===== config.mk =====
export PLATFORM = sky130hd
export DESIGN_NAME = pipelined_subber
export DESIGN_NICKNAME = d
export VERILOG_FILES = /design/src/rtl/pipelined_subber.sv
export SDC_FILE = /design/constraint.sdc
export NUM_CORES = 1
export LEC_CHECK = 0
export ABC_AREA = 0
export CORE_MARGIN = 2
export CORE_UTILIZATION = 54
export DETAILED_ROUTE_END_ITERATION = 16
export MAX_ROUTING_LAYER = met4
export PLACE_DENSITY_LB_ADDON = 0.2
export SYNTH_ARGS = -nofsm -noshare
export SYNTH_HDL_FRONTEND = slang
export SYNTH_SLANG_ARGS = --single-unit

===== constraint.sdc =====
create_clock -name Clk -period 2.75 [get_ports Clk]
set_input_delay 0.6875 -clock Clk [delete_from_list [all_inputs] [get_ports Clk]]
set_output_delay 0.6875 -clock Clk [all_outputs]
set_load 0.005 [all_outputs]

===== src/rtl/pipelined_subber.sv =====
// Two-stage valid/ready unsigned subtractor: DOut1 - DOut2 with wrap, saturate
// and absolute-difference modes, borrow/zero flags and a running borrow counter.
module pipelined_subber #(
    parameter int WIDTH     = 8,
    parameter int CNT_WIDTH = 16
) (
    input  logic                 Clk,
    input  logic                 Rst_n,
    input  logic                 InValid,
    output logic                 InReady,
    input  logic [WIDTH-1:0]     DOut1,
    input  logic [WIDTH-1:0]     DOut2,
    input  logic [1:0]           Mode,
    output logic                 OutValid,
    input  logic                 OutReady,
    output logic [WIDTH-1:0]     SUBOut,
    output logic                 Borrow,
    output logic                 Zero,
    output logic [CNT_WIDTH-1:0] BorrowCnt,
    input  logic                 CntClr
);

    typedef enum logic [1:0] {
        MODE_WRAP = 2'b00,
        MODE_SAT  = 2'b01,
        MODE_ABS  = 2'b10,
        MODE_RSVD = 2'b11
    } mode_e;

    // Stage 1: captured operands, mode and raw WIDTH+1 bit difference.
    logic             s1_valid_q, s1_valid_d;
    logic [WIDTH-1:0] s1_a_q, s1_a_d;
    logic [WIDTH-1:0] s1_b_q, s1_b_d;
    mode_e            s1_mode_q, s1_mode_d;
    logic [WIDTH:0]   s1_diff_q, s1_diff_d;

    // Stage 2: mode-applied result and flags presented at the output.
    logic             s2_valid_q, s2_valid_d;
    logic [WIDTH-1:0] s2_res_q, s2_res_d;
    logic             s2_borrow_q, s2_borrow_d;
    logic             s2_zero_q, s2_zero_d;

    logic [CNT_WIDTH-1:0] cnt_q, cnt_d;

    logic             s1_adv, s2_adv, in_fire, out_fire;
    logic             s1_borrow;
    logic [WIDTH-1:0] s1_res;

    // Ready flows backward from OutReady only; InValid never feeds InReady.
    always_comb begin
        s2_adv   = !s2_valid_q || OutReady;
        s1_adv   = !s1_valid_q || s2_adv;
        in_fire  = InValid && s1_adv;
        out_fire = s2_valid_q && OutReady;
    end

    assign InReady = s1_adv;

    // NOTE: every always_comb output gets a hold/default value first, so no path leaves it unassigned and no latch is inferred.
    always_comb begin
        s1_valid_d = s1_valid_q;
        s1_a_d     = s1_a_q;
        s1_b_d     = s1_b_q;
        s1_mode_d  = s1_mode_q;
        s1_diff_d  = s1_diff_q;
        if (s1_adv) begin
            s1_valid_d = InValid;
        end
        if (in_fire) begin
            s1_a_d    = DOut1;
            s1_b_d    = DOut2;
            s1_mode_d = mode_e'(Mode);
            s1_diff_d = {1'b0, DOut1} - {1'b0, DOut2};
        end
    end

    always_comb begin
        s1_borrow = s1_diff_q[WIDTH];
        case (s1_mode_q)
            MODE_SAT: s1_res = s1_borrow ? '0 : s1_diff_q[WIDTH-1:0];
            MODE_ABS: s1_res = s1_borrow ? (s1_b_q - s1_a_q) : (s1_a_q - s1_b_q);
            default:  s1_res = s1_diff_q[WIDTH-1:0];
        endcase
    end

    always_comb begin
        s2_valid_d  = s2_valid_q;
        s2_res_d    = s2_res_q;
        s2_borrow_d = s2_borrow_q;
        s2_zero_d   = s2_zero_q;
        if (s2_adv) begin
            s2_valid_d = s1_valid_q;
            if (s1_valid_q) begin
                s2_res_d    = s1_res;
                s2_borrow_d = s1_borrow;
                s2_zero_d   = (s1_res == '0);
            end
        end
    end

    // Clear wins over a same-cycle borrowing transfer.
    always_comb begin
        cnt_d = cnt_q;
        if (CntClr) begin
            cnt_d = '0;
        end else if (out_fire && s2_borrow_q) begin
            cnt_d = cnt_q + CNT_WIDTH'(1);
        end
    end

    // NOTE: sequential state uses non-blocking assignments so all flops sample pre-edge values together.
    always_ff @(posedge Clk or negedge Rst_n) begin
        if (!Rst_n) begin
            // NOTE: data registers are reset too, not just valids, because the outputs must read zero during reset.
            s1_valid_q  <= 1'b0;
            s1_a_q      <= '0;
            s1_b_q      <= '0;
            s1_mode_q   <= MODE_WRAP;
            s1_diff_q   <= '0;
            s2_valid_q  <= 1'b0;
            s2_res_q    <= '0;
            s2_borrow_q <= 1'b0;
            s2_zero_q   <= 1'b0;
            cnt_q       <= '0;
        end else begin
            s1_valid_q  <= s1_valid_d;
            s1_a_q      <= s1_a_d;
            s1_b_q      <= s1_b_d;
            s1_mode_q   <= s1_mode_d;
            s1_diff_q   <= s1_diff_d;
            s2_valid_q  <= s2_valid_d;
            s2_res_q    <= s2_res_d;
            s2_borrow_q <= s2_borrow_d;
            s2_zero_q   <= s2_zero_d;
            cnt_q       <= cnt_d;
        end
    end

    assign OutValid  = s2_valid_q;
    assign SUBOut    = s2_res_q;
    assign Borrow    = s2_borrow_q;
    assign Zero      = s2_zero_q;
    assign BorrowCnt = cnt_q;

endmodule


# Word-level counts from Yosys, hierarchy flattened
# Cells that the tools add are included.
dict set report word_totals {
  inputBits 23
  regBits 55
  out_inout_bits 28
}
dict set report op_classes {
  n_addsub 4
  n_eq_ne 2
  n_reduce_logical 10
  mux 5
}
# operator n
set ops {}
lappend ops {{two-way mux 16 bit} 2}
lappend ops {{adder 16 x 1 -> 16 bit, second input constant} 1}
lappend ops {{two-way mux 8 bit} 2}
lappend ops {{case mux 8 bit (2 select lines)} 1}
lappend ops {{subtractor 8 bit} 2}
lappend ops {{subtractor 8 x 8 -> 9 bit} 1}
lappend ops {{logical NOT 8 bit} 1}
lappend ops {{logical AND 1 bit} 3}
lappend ops {{equality test 2 x 1 -> 1 bit, second input constant} 1}
lappend ops {{equality test 2 bit, second input constant} 1}
lappend ops {{logical NOT 1 bit} 2}
lappend ops {{logical OR 1 bit} 2}
lappend ops {{AND reduction 2 bit} 1}
lappend ops {{nonzero test 2 bit} 1}

# Longest topological paths before layout
dict set report logic_depth {
  depth_word 4
  mapped_depth 11
}

# Worst setup path before layout
# Ideal clock, no wire load.
dict set report synth_path {
  path_kind {reg-to-reg}
  startpoint {register s1_a_q[0]}
  endpoint {register s2_zero_q (netlist: Zero)}
  setup_ns 0.064
  path_buffers 0
  arrival_ns 2.207
  period_less_slack_ns 2.271
  slack_ns 0.479
  path_stages_with_launch 12
  path_cell_list {dfrtp_1 inv_1 ha_1 inv_1 fa_1 a21o_1 a211oi_2 a2111oi_0 a311oi_1 nand4_1 nor4_1 a21o_1}
}
dict set report synth_between {
  elab_chain_cells 4
}
# item line_no
set synth_rtl {}
lappend synth_rtl {{start, declared} 32} ;# logic [WIDTH-1:0] s1_a_q, s1_a_d;
lappend synth_rtl {{start signal, assigned} 116} ;# s1_a_q <= '0;
lappend synth_rtl {{start signal, assigned} 127} ;# s1_a_q <= s1_a_d;
lappend synth_rtl {{subtractor 8 bit} 81} ;# MODE_ABS: s1_res = s1_borrow ? (s1_b_q - s1_a_q) : (s1_a_q - s1_b_q);
lappend synth_rtl {{two-way mux 8 bit *} 81}
lappend synth_rtl {{case mux 8 bit (2 select lines) *} 79} ;# case (s1_mode_q)
lappend synth_rtl {{logical NOT 8 bit *} 96} ;# s2_zero_d = (s1_res == '0);
lappend synth_rtl {{end signal, assigned} 134} ;# s2_zero_q <= s2_zero_d;
lappend synth_rtl {{end, declared} 41} ;# logic s2_zero_q, s2_zero_d;
# Mark *: on every way between the ends. The rest lies on a longest branch, timed or not.
# A chain may end at the register's enable or synchronous reset.

# Worst setup path in the final report
# Ends and elaborated chain as after synthesis.

==> results.json <==
{
  "crit_fanout": 4,
  "async_flop_share": 1.000,
  "worstPathArrival_ns": 2.86,
  "syn_area_um2": 3282,
  "row_count": 28,
  "fp.dieH_um": 81.96,
  "ys_seq_elements": 55,
  "die_w_um": 81.96,
  "synth_cells": 355,
  "core-area_um2": 5886,
  "grt-ovfl-total": 0,
  "nFillCells": 492,
  "finClkSkew_ns": 0.009477,
  "outcome": "finished clean",
  "cts_buffer_depth": 2,
  "place_area_um2": 3881,
  "dp.final_hpwl_um": 5455,
  "slew_violations": 0,
  "worst_pin_slew_ns": 0.7805,
  "post_synth.cell_area_avg_um2": 9.245,
  "place_congestion": 0.8968,
  "start_kind": "register",
  "via_count": 2638,
  "io_buffers": 50,
  "timing.final.crit_share": 0.9499,
  "antenna_found_initial": 0,
  "hold_viol": 0,
  "ys_warn_count": 0,
  "ctsHoldBuffers": 0,
  "numCtsBuffers": 5,
  "cts.htree.levels": 2,
  "first_global_vias": 2560,
  "powerDensity_nw_per_um2": 569.1,
  "grt_use_total": 0.2298,
  "fin_util": 0.6788,
  "drive_above_1_share": 0.07317,
  "drcViolationCount": 0,
  "routedWlPerCell_um": 14.35,
  "cap_violations": 0,
  "drt_first_pass_iters": 4,
  "grt_start_max_net_pins": 36,
  "cts_tree": "built",
  "ios": 51,
  "p_leak_nw": 1.860,
  "start_util": 0.5576,
  "syn_nets": 408,
  "antenna_left": 0,
  "area_delta_synth_final_pct": 21.73,
  "worstHoldPathType": "in2async",
  "n_antenna_cell": 0,
  "fin_area_um2": 3995,
  "setup_tns_ns": 0,
  "dieArea_um2": 6717,
  "yosysSeqAreaShare": 0.4194,
  "min_period_ns": 2.612,
  "wl_um": 6961,
  "mostFrequentLayoutCells": "dfrtp_1 (55), nand2_1 (49), clkdlybuf4s50_1 (49)",
  "synth_edf_count": 0,
  "yosysUniqueCellTypes": 46,
  "clkTransAtPathRegs_ns": 0.11,
  "nNetsFinal": 462,
  "slew_headroom": 0.4796,
  "drtIter0Drc": 89,
  "synth_ff_type": "dfrtp_1",
  "endpoint_kind": "register",
  "critical_path_class": "reg2reg",
  "cp.required_ns": 3.00,
  "cts_sinks": 55,
  "report.final.setup_viol": 0,
  "clock-root-buffer": "clkbuf_8",
  "vias_per_cell": 5.439,
  "clkLatencyLatePin_ns": 0.31,
  "max-vdd-ir-drop_v": 0.0002563,
  "grt_pass1_wl_um": 11440,
  "fmax_mhz": 382.8,
  "final_common_cell": "dfrtp_1"
}
[cell type report]
class / instances / area, µm² / area share
multi-input cells: 252 / 1720 / 0.4306
flip-flops and latches: 55 / 1376 / 0.3445
repair buffers: 61 / 578.1 / 0.1447
inverters: 34 / 127.6 / 0.03194
well taps: 75 / 93.84 / 0.02349
clock buffers: 6 / 82.58 / 0.02067
clock inverters: 2 / 16.27 / 0.004071
[what timing repair did]
| action | CTS | global route |
|---|---|---|
| endpoints found under the setup margin | 0 | 1 |
| resized for setup | 0 | 1 |
| setup buffers | 0 | 1 |
[power breakdown]
group	internal [mW]	leakage [nW]	switching (mW)
Combinational	0.387	1.11	0.392
Clock	0.206	0.0474	0.276
Sequential	0.924	0.701	0.0872
Total	1.52	1.86	0.756
[flip-flops by register name (all words and copies together) (netlist names)]
register / count
s1_valid_q: 1
s1_diff_q: 9
s1_b_q: 8
s1_mode_q: 2
Zero: 1
BorrowCnt: 16
OutValid: 1
Borrow: 1
s1_a_q: 8
SUBOut: 8
[synthesized netlist by cell type (2+ instances only)]
library cell / instances / area share
nand4_1: 6 / 0.011
nand2b_1: 4 / 0.0076
and3_1: 7 / 0.013
nand2_1: 49 / 0.056
nor2_1: 18 / 0.021
nor2b_1: 3 / 0.0057
nor4_1: 2 / 0.0038
clkbuf_1: 7 / 0.0080
buf_1: 2 / 0.0023
nand3b_1: 3 / 0.0069
o21bai_1: 2 / 0.0046
a21oi_1: 12 / 0.018
nand3_1: 9 / 0.014
a221o_1: 2 / 0.0061
inv_1: 34 / 0.039
ha_1: 27 / 0.10
o21ai_0: 36 / 0.055
a21o_1: 9 / 0.021
o31ai_1: 2 / 0.0046
or3_1: 2 / 0.0038
a2111oi_0: 3 / 0.0080
a211oi_1: 6 / 0.014
nor3_1: 3 / 0.0046
xor2_1: 12 / 0.032
mux2_2: 5 / 0.017
xnor2_1: 10 / 0.027
mux2i_1: 2 / 0.0061
buf_2: 4 / 0.0061
fa_1: 3 / 0.018
dfrtp_1: 55 / 0.42
[worst paths after layout]
| path | from | endpoint | slack (ns) | cells past startpoint |
|---|---|---|---|---|
| max | s1_a_q[0] | Zero | 0.14 | 11 |
| min | Rst_n | BorrowCnt[3] | 0.44 | 1 |
| max reg2reg | s1_a_q[0] | Zero | 0.14 | 11 |
| min reg2reg | Zero | Zero | 0.50 | 1 |
| max in group asynchronous | Rst_n | s1_diff_q[4] | 1.63 | 2 |
| min in group Clk | Zero | Zero | 0.50 | 1 |
[per-stage QoR]
stage | power, mW | hold slack [ns] | instances | setup WS, ns
detailed placement | 1.794 | 0.4816 | 476 | -0.03992
finish | 2.273 | 0.4378 | 485 | 0.1378
CTS | 2.275 | 0.4662 | 484 | 0.09257
global route | 2.423 | 0.4939 | 485 | -0.002192
floorplan | 1.486 | 0.3919 | 355 | 0.4786
global placement | 1.769 | 0.4653 | 476 | 0.009412
[kinds of logic (layout without fill, tap and decap cells)]
family                   after synthesis  after routing  synth area share
AO/OA/AOI/OAI                         84             84            0.1620
adder cells (fa/ha/maj)               30             30            0.1212
buffers and inverters                 48            103           0.05871
XOR/XNOR                              22             22           0.05871
AND/OR/NAND/NOR                      108            108            0.1521
multiplexers                           8              8           0.02783
flip-flops                            55             55            0.4194
[critical path: stages (launching register included)]
cell and delay, ns:
dfrtp_1 0.42, inv_1 0.11, ha_1 0.16, inv_1 0.05, fa_1 0.39, a21o_1 0.20, a211oi_4 0.30, a2111oi_0 0.11
a211oi_1 0.32, nand4_1 0.16, nor4_1 0.21, a21o_1 0.12
[layer usage]
metal | part of all wire | up-vias | global-route usage
met5 | 0 | - | -
met4 | 0.016 | 0 | 0.07000
met3 | 0.032 | 10 | 0.03626
met2 | 0.52 | 49 | 0.4114
met1 | 0.44 | 1260 | 0.2641
li1 | - | 1319 | -
Power figures use the tool's default switching activity.
